===== config.mk =====
export PLATFORM = sky130hd
export DESIGN_NAME = fetch_queue
export DESIGN_NICKNAME = d
export VERILOG_FILES = /design/src/rtl/fetch_queue.sv
export SDC_FILE = /design/constraint.sdc
export NUM_CORES = 1
export LEC_CHECK = 0
export CELL_PAD_IN_SITES_DETAIL_PLACEMENT = 0
export CELL_PAD_IN_SITES_GLOBAL_PLACEMENT = 1
export CORE_UTILIZATION = 50
export DETAILED_ROUTE_END_ITERATION = 8
export PLACE_DENSITY_LB_ADDON = 0.1
export SYNTH_ARGS = -nofsm -noshare
export SYNTH_HDL_FRONTEND = slang
export SYNTH_SLANG_ARGS = --single-unit
export TNS_END_PERCENT = 1

===== constraint.sdc =====
create_clock -name clk -period 4.22 [get_ports clk]
set_input_delay 1.266 -clock clk [delete_from_list [all_inputs] [get_ports clk]]
set_output_delay 1.266 -clock clk [all_outputs]
set_load 0.05 [all_outputs]

===== src/rtl/fetch_queue.sv =====
// rtl/fetch_queue.sv - instruction fetch queue between fetch and decode; optional bypass via FETCH_QUEUE_BYPASS_EN
// decode_require packs {pc[96:65], inst[64:33], predict_pc_addr[32:1], predict_brunch_taken[0]}.
module fetch_queue #(
   parameter int DEPTH = 4
) (
   input  logic                      clk,
   input  logic                      rst_n,
   input  logic                      flush,
   input  logic                      fetch_valid,
   input  logic [31:0]               fetch_pc,
   input  logic [31:0]               fetch_inst,
   input  logic [31:0]               fetch_predict_pc_addr,
   input  logic                      fetch_predict_brunch_taken,
   output logic                      fetch_ready,
   output logic [96:0]               decode_require,
   output logic                      decode_valid,
   input  logic                      decode_ready,
   output logic [$clog2(DEPTH):0]    count
);
   localparam int AW = $clog2(DEPTH);
   localparam int CW = AW + 1;
   localparam int EW = 97;
   localparam logic [CW-1:0] FULL = CW'(DEPTH);

   logic [EW-1:0] mem_q [DEPTH];
   logic [AW-1:0] head_q, head_d, tail_q, tail_d;
   logic [CW-1:0] count_q, count_d;
   logic [EW-1:0] fetch_entry;
   logic          push, pop, bypass;

   assign fetch_entry = {fetch_pc, fetch_inst, fetch_predict_pc_addr, fetch_predict_brunch_taken};
   assign fetch_ready = (count_q != FULL);

`ifdef FETCH_QUEUE_BYPASS_EN
   // Empty queue with a willing decoder: hand the offer straight through, never store it.
   assign bypass = (count_q == '0) && fetch_valid && decode_ready && !flush;
`else
   assign bypass = 1'b0;
`endif

   assign decode_valid   = (count_q != '0) || bypass;
   assign decode_require = bypass ? fetch_entry : mem_q[head_q];
   assign push  = fetch_valid && fetch_ready && !flush && !bypass;
   assign pop   = (count_q != '0) && decode_ready && !flush;
   assign count = count_q;

   always_comb begin
      head_d  = head_q;
      tail_d  = tail_q;
      count_d = count_q;
      if (flush) begin
         head_d  = '0;
         tail_d  = '0;
         count_d = '0;
      end else begin
         if (push) tail_d = tail_q + AW'(1);
         if (pop)  head_d = head_q + AW'(1);
         case ({push, pop})
            2'b10:   count_d = count_q + CW'(1);
            2'b01:   count_d = count_q - CW'(1);
            default: count_d = count_q;
         endcase
      end
   end

   // Storage is only cleared by reset; flush just rewinds the pointers.
   always_ff @(posedge clk or negedge rst_n) begin
      if (!rst_n) begin
         head_q  <= '0;
         tail_q  <= '0;
         count_q <= '0;
         for (int i = 0; i < DEPTH; i++) mem_q[i] <= '0;
      end else begin
         head_q  <= head_d;
         tail_q  <= tail_d;
         count_q <= count_d;
         if (push) mem_q[tail_q] <= fetch_entry;
      end
   end
endmodule

# After elaboration in Yosys (flattened, before gate mapping)
# Index checks and enable logic that the tools add are counted.
# op_classes
n_mux	12
magnitude_cmp	3
bitwise	2
n_shift	0
eq_ne	3
div_mod_pow	0
add_sub_neg	4
mul	0
reduce_logical	10
# op_table
cell	count
$bwmux W388	1
$mux W97	3
$bmux W97 S2	1
$demux W97 S2	1
$mux W2	4
$ge A3 B3 Y1 const B	2
$not A2 Y3	2
$pmux W3 S2	1
$reduce_bool A3 Y1	2
$logic_and A1 B1 Y1	5
$add A2 B1 Y2 const B	2
$reduce_bool A2 Y1	2
$add A3 B1 Y3 const B	1
$lt A3 B1 Y1 const B	1
$mux W3	1
$ne A3 B3 Y1 const B	1
$sub A3 B1 Y3 const B	1
$eq A2 B1 Y1 const B	1
$eq A2 B2 Y1 const B	1
$logic_not A1 Y1	1
# word_totals
regBits	395
mem_bits_rw	0
inputBits	102
romBits	0
latchBits	0
output_inout_bits	102
mem_count	0

# Logic depth before layout (Yosys ltp)
# Gate-level depths: netlist of run 1.
# logic_depth
ltp_word	6
ltp_mapped	7
depth_no_buf	6

# Least setup slack after synthesis of run 1
# No wires, ideal clock.
# synth_path
path_kind	flip-flop to output port
startpoint	register head_q[0]
endpoint	output decode_require[86]
setup_slack_ns	1.128
required_time_ns	2.954
path_stages_with_launch	5
arrival_ns	1.826
path_buffers	3
cell_sequence	dfrtp_1 > clkbuf_1 > buf_2 > buf_2 > mux4_2
# synth_via
elab_chain_len	4
# synth_rtl
item	line_no	source
start, declared	26	logic [AW-1:0] head_q, head_d, tail_q, tail_d;
start signal, assigned	69	head_q <= '0;
start signal, assigned	74	head_q <= head_d;
$not A2 Y3 (not written as such)	42	assign decode_require = bypass ? fetch_entry : mem_q[head_q];
$bmux W97 S2	42	
$mux W97 (not written as such) (2 in a row)	42	
end, declared	15	output logic [96:0] decode_require,
# Every way passes these cells. The select of a mux whose other input is x is not followed.

# Worst setup path in the final report of run 1
# layout_path
startpoint	register head_q[0]
endpoint	output decode_require[23]
# The elaborated chain is that of the path after synthesis.

==> flow_metrics.py, run 1 <==
metrics = {
    "final_layout": {
        "layout_common_cells": "393 x dfrtp_1, 268 x mux2_2, 197 x clkdlybuf4s50_1",
        "final_common_cell": "dfrtp_1",
        "nets": 1320,
        "fill_cells": 2562,
        "final-instance-count-excl-fill": 1695,
        "area_delta_synth_final_pct": 23.7,
        "drive_gt1_share_pct": 37.6,
    },
    "logic_synthesis": {
        "synthTopCellsByArea": "dfrtp_1 57%, mux2_2 18%, mux4_2 13%, mux2_1 7.9%, buf_6 1.0%",
        "syn_area_um2": 17200,
        "synthesis.nets": 1106,
        "yosysWarnings": 0,
        "avgSynthCellArea_um2": 17.2,
        "seq_area_frac_synth_pct": 57.5,
        "synth_area_leader_cell": "dfrtp_1",
        "synth_top_area_share_pct": 57.5,
        "synth-seq-cells": 395,
        "yosysUniqueCellTypes": 32,
        "syn_inst": 999,
    },
    "clock_tree": {
        "cts_tree": "built",
        "h-tree-depth": 2,
        "clock_sinks": 395,
        "cts_setup_buffers": 0,
        "cts_root_buffer": "clkbuf_16",
        "clk_pin_slew_ns": 0.06,
        "cts_buffers": 42,
        "clock_path_buffers": 3,
        "clk_latency_ns": 0.53,
    },
    "global_routing": {
        "overflow": 0,
        "antenna_found_initial": 3,
        "grt_use_total_pct": 21.0,
        "grt_max_degree": 78,
        "grt_pass1_vias": 10300,
        "grt_pass1_wl_mm": 58.2,
    },
    "floorplanning": {
        "die_x_um": 187,
        "io_pins": 204,
        "dieArea_um2": 35100,
        "initial_core_util_pct": 51.0,
        "die_h_um": 187,
        "core-area_um2": 33700,
        "num_rows": 67,
    },
    "placement": {
        "place_inst": 1617,
        "hpwl_mm": 21.7,
        "routabilityCongestion": 0.745,
        "port_buffers": 203,
        "preCtsSetupSlack_ns": 0.610,
    },
    "sta": {
        "worst_pin_slew_ns": 0.648,
        "relSlewSlack_pct": 56.8,
        "finalSetupTns_ns": 0,
        "slew_violations": 0,
        "setup-violations-final": 0,
        "skew_ns": 0.0101,
        "setup_ws_ns": 0.123,
        "rsz0062_at_grt": "no",
        "fin_hold_ws_ns": 0.485,
        "hold_viol": 0,
        "period_share_pct": 97.1,
        "fin_crit_ns": 4.10,
        "max_freq_mhz": 244,
    },
    "routing": {
        "num_vias": 9418,
        "drt_first_pass_iters": 4,
        "ant_nets": 0,
        "initialDrtViolationCount": 297,
        "vias_per_cell": 5.56,
        "wl_per_cell_um": 20.7,
        "drc": 0,
        "routed_wl_mm": 35.0,
    },
    "setup_path": {
        "max_stage_delay_ns": 0.72,
        "critical_path_required_ns": 2.95,
        "cp.arrival_ns": 2.83,
        "critical_path_class": "flop to output pin",
        "slowest_stage": "clkdlybuf4s50_1",
        "start_kind": "flop",
        "crit_path_end_kind": "output pin",
        "worstPathCellList": "buf_12 > mux4_2 > clkdlybuf4s50_1",
        "path_max_fanout": 34,
    },
    "power": {
        "peakVddDrop_mv": 0.403,
        "powerDensity_nw_per_um2": 720,
        "leakagePower_uw": 0.00931,
    },
    "worst_hold_path": {
        "worstHoldPathType": "flop to flop",
    },
    "run": {
        "drv_cap": 0,
    },
    "status": {
        "status": "finished clean",
    },
}
==> layout make-up <==
type / instances / area [µm²] / share of cell area, %
clock buffers: 70 / 1320 / 6.21
repair buffers: 236 / 2480 / 11.7
multi-input cells: 534 / 6900 / 32.5
clock inverters: 7 / 85.1 / 0.400
inverters: 4 / 15.0 / 0.0706
flip-flops and latches: 395 / 9890 / 46.5
diodes: 1 / 2.50 / 0.0118
well taps: 448 / 561 / 2.64
==> final timing paths <==
check | start | endpoint | slack, ns | depth (start not counted)
max | head_q[0] | decode_require[23] | 0.12 | 3
min | mem_q[188] | mem_q[188] | 0.48 | 1
max reg2reg | count[0] | mem_q[83] | 1.72 | 6
min reg2reg | mem_q[188] | mem_q[188] | 0.48 | 1
max in group asynchronous | rst_n | mem_q[336] | 2.47 | 3
min in group asynchronous | rst_n | mem_q[365] | 0.72 | 1
==> cells in the mapped netlist <==
cell / instances
nand2_2: 4
nor2b_1: 1
nor3_1: 3
fa_1: 1
nand2b_1: 2
ha_1: 4
mux2_1: 120
mux4_2: 97
xor2_1: 3
mux2_2: 268
a31oi_1: 1
or3b_2: 1
or3_1: 1
a21oi_1: 4
o21ai_0: 1
a2111oi_0: 1
buf_1: 3
a22oi_1: 1
buf_6: 16
dfrtp_1: 395
clkbuf_1: 13
o221ai_1: 1
nand3_1: 3
or3b_1: 1
nor2_1: 7
o22ai_1: 1
nand2_1: 5
inv_1: 4
buf_2: 34
xnor2_1: 1
a211oi_1: 1
nor3b_2: 1
==> stage by stage <==
step	util, %	instance area (µm²)	power (µW)
6_report	63.1	21300	15300
4_1_cts	63.1	21200	15500
3_5_place_dp	58.9	19800	11700
3_3_place_gp	58.9	19800	11600
5_1_grt	63.1	21300	16100
2_1_floorplan	-	17200	10100
==> registers in the layout (all words and copies together), names as in the netlist <==
name    count
mem_q     388
head_q      2
count       3
tail_q      2
==> critical path: cells and delay by family (launching register included) <==
family,cells,cell delay (ns)
DFF,1,0.64
muxes,1,0.57
buffers and inverters,2,1.06
==> where the power goes <==
group	internal [µW]	switching [µW]
sequential	5300	726
combinational	2710	2880
clock	2250	1440
==> what timing repair did <==
item | in CTS | in global routing
endpoints found under the setup margin | 0 | 5
hold endpoints to repair | 0 | 0
gates resized for setup | 0 | 5
hold buffers | 0 | 0
==> logic make-up after synthesis <==
family          synth area share [%]
compound gates                 0.408
flops                           57.5
buf+inv                         2.47
fa+ha+maj                      0.408
simple gates                   0.902
xor+xnor                       0.204
mux                             38.1
==> routing by layer <==
metal | wire length [µm] | global-route usage (%) | part of all wire, %
met1 | 15900 | 29.3 | 45
met4 | 765 | 5.35 | 2.2
met5 | 27 | 0 | 0.077
met2 | 16700 | 34.1 | 48
met3 | 1560 | 3.98 | 4.5
No activity file was read; power rests on OpenSTA's default activity.
==> inputs of run 2 (changes only) <==
CORE_ASPECT_RATIO = 0.7   (was default)
CORE_MARGIN = 5   (was default)
==> run 2 against run 1 <==
  * Non-clock buffer count down 7
  * Register-to-register slack better by 0.06 ns
  * Worst hold slack about the same
  * Utilization down 0.39 points
  * Sequential power about the same
  * First-iteration DRC count up 51%
  * Largest power group unchanged
  * Cell count up 0.12%
  * Fmax up 4.4%
  * Largest cell class unchanged
  * Final area down 0.61%
  * Total power down 0.63%
  * Clock power down 4%
  * Flip-flop and latch count unchanged
==> flow_metrics.py, run 2 (synthesized netlist as in run 1, its figures left out) <==
metrics = {
    "floorplanning": {
        "die_h_um": 165,
        "dieArea_um2": 38300,
        "initial_core_util_pct": 51.0,
        "core-area_um2": 33700,
        "io_pins": 204,
        "die_x_um": 232,
        "num_rows": 56,
    },
    "clock_tree": {
        "clk_pin_slew_ns": 0.06,
        "h-tree-depth": 2,
        "cts_resized": 0,
        "clk_latency_ns": 0.54,
        "cts_setup_buffers": 0,
        "cts_buffers": 39,
        "cts_root_buffer": "clkbuf_16",
        "holdBufCountCts": 0,
        "cts_tree": "built",
        "clock_sinks": 395,
        "clock_path_buffers": 3,
    },
    "power": {
        "powerDensity_nw_per_um2": 720,
        "peakVddDrop_mv": 0.469,
        "leakagePower_uw": 0.00918,
    },
    "routing": {
        "routed_wl_mm": 36.3,
        "vias_per_cell": 5.48,
        "initialDrtViolationCount": 448,
        "drt_first_pass_iters": 4,
        "ant_nets": 0,
        "num_vias": 9303,
        "wl_per_cell_um": 21.4,
        "drc": 0,
    },
    "placement": {
        "port_buffers": 203,
        "place_inst": 1626,
        "routabilityCongestion": 0.726,
        "hpwl_mm": 22.7,
    },
    "worst_hold_path": {
        "worstHoldPathType": "flop to flop",
    },
    "global_routing": {
        "overflow": 0,
        "grt_use_total_pct": 19.4,
        "grt_max_degree": 109,
        "grt_pass1_vias": 10200,
        "grt_pass1_wl_mm": 59.0,
        "antenna_found_initial": 0,
    },
    "setup_path": {
        "cp.arrival_ns": 2.66,
        "critical_path_required_ns": 2.95,
        "worstPathCellList": "buf_12 > mux4_2 > clkdlybuf4s50_1",
        "path_max_fanout": 36,
        "max_stage_delay_ns": 0.76,
        "critical_path_class": "flop to output pin",
        "crit_path_end_kind": "output pin",
        "r2r_slack_ns": 1.78,
        "start_kind": "flop",
        "slowest_stage": "clkdlybuf4s50_1",
    },
    "sta": {
        "hold_viol": 0,
        "slew_violations": 0,
        "finalSetupTns_ns": 0,
        "fin_crit_ns": 3.92,
        "relSlewSlack_pct": 57.4,
        "rsz0062_at_grt": "no",
        "worst_pin_slew_ns": 0.639,
        "period_share_pct": 93.0,
        "setup-violations-final": 0,
        "max_freq_mhz": 255,
        "skew_ns": 0.0217,
    },
    "final_layout": {
        "area_delta_synth_final_pct": 22.9,
        "layout_common_cells": "393 x dfrtp_1, 268 x mux2_2, 202 x clkdlybuf4s50_1",
        "largest_register_ffs": 388,
        "regMostFlops": "mem_q",
        "final-instance-count-excl-fill": 1697,
        "nets": 1310,
        "insertedDiodeCount": 0,
        "final_common_cell": "dfrtp_1",
        "drive_gt1_share_pct": 37.5,
    },
    "run": {
        "drv_cap": 0,
    },
    "status": {
        "status": "finished clean",
    },
}
-- run 2: changes by cell type in the layout (fill, tap and decap cells not counted), moves of 3 or more --
cell,change
clkdlybuf4s50_1,+5
buf_4,-8
dlymetal6s2s_1,-5
clkbuf_1,-6
inv_6,+3
clkbuf_16,-6
-- run 2: power breakdown --
| part | total [µW] | internal, µW | leakage [µW] | switching, µW |
|---|---|---|---|---|
| sequential | 6040 | 5300 | 0.00495 | 738 |
| combinational | 5650 | 2710 | 0.00359 | 2930 |
| clock | 3520 | 2090 | 0.000646 | 1430 |
| total | 15200 | 10100 | 0.00918 | 5100 |
-- run 2: metrics by stage --
stage	total power [µW]	area (µm²)	util, %	hold WS, ns	setup slack [ns]
after floorplan	10100	17200	-	0.459	1.13
after global placement	11700	19800	58.8	0.469	0.843
after detailed placement	11800	19800	58.8	0.477	0.817
after CTS	15400	21100	62.7	0.492	0.246
after global routing	16000	21100	62.7	0.497	0.180
final	15200	21100	62.7	0.485	0.296
-- run 2: area by class of cell --
cell class / instances / area (µm²)
Clock buffer: 59 / 1160
Inverter: 4 / 15.0
Fill cell: 2483 / 12600
Sequential cell: 395 / 9890
Clock inverter: 12 / 149
Multi-Input combinational cell: 534 / 6900
Timing Repair Buffer: 229 / 2430
Tap cell: 464 / 581
-- run 2: metal layers --
| metal | wire length (µm) | global-route usage, % | vias to the layer above |
|---|---|---|---|
| met4 | 448 | 3.62 | 0 |
| met1 | 17000 | 28.7 | 4970 |
| met5 | 0 | 0 | - |
| met2 | 17200 | 30.4 | 143 |
| li1 | - | - | 4148 |
| met3 | 1680 | 4.31 | 42 |
-- run 2: path summary, 6_finish.rpt --
check | cells after the start | startpoint | to
worst max-delay path | 3 | head_q[0] | decode_require[59]
worst min-delay path | 1 | mem_q[165] | mem_q[165]
max in group asynchronous | 2 | rst_n | mem_q[147]
worst min register to register | 1 | mem_q[165] | mem_q[165]
worst max register to register | 6 | count[0] | mem_q[197]
min in group asynchronous | 1 | rst_n | mem_q[177]
-- run 2: critical path, delay by kind of cell, from the launching register on --
family | cells | cell delay, ns
flops | 1 | 0.47
mux | 1 | 0.55
buf+inv | 2 | 1.05
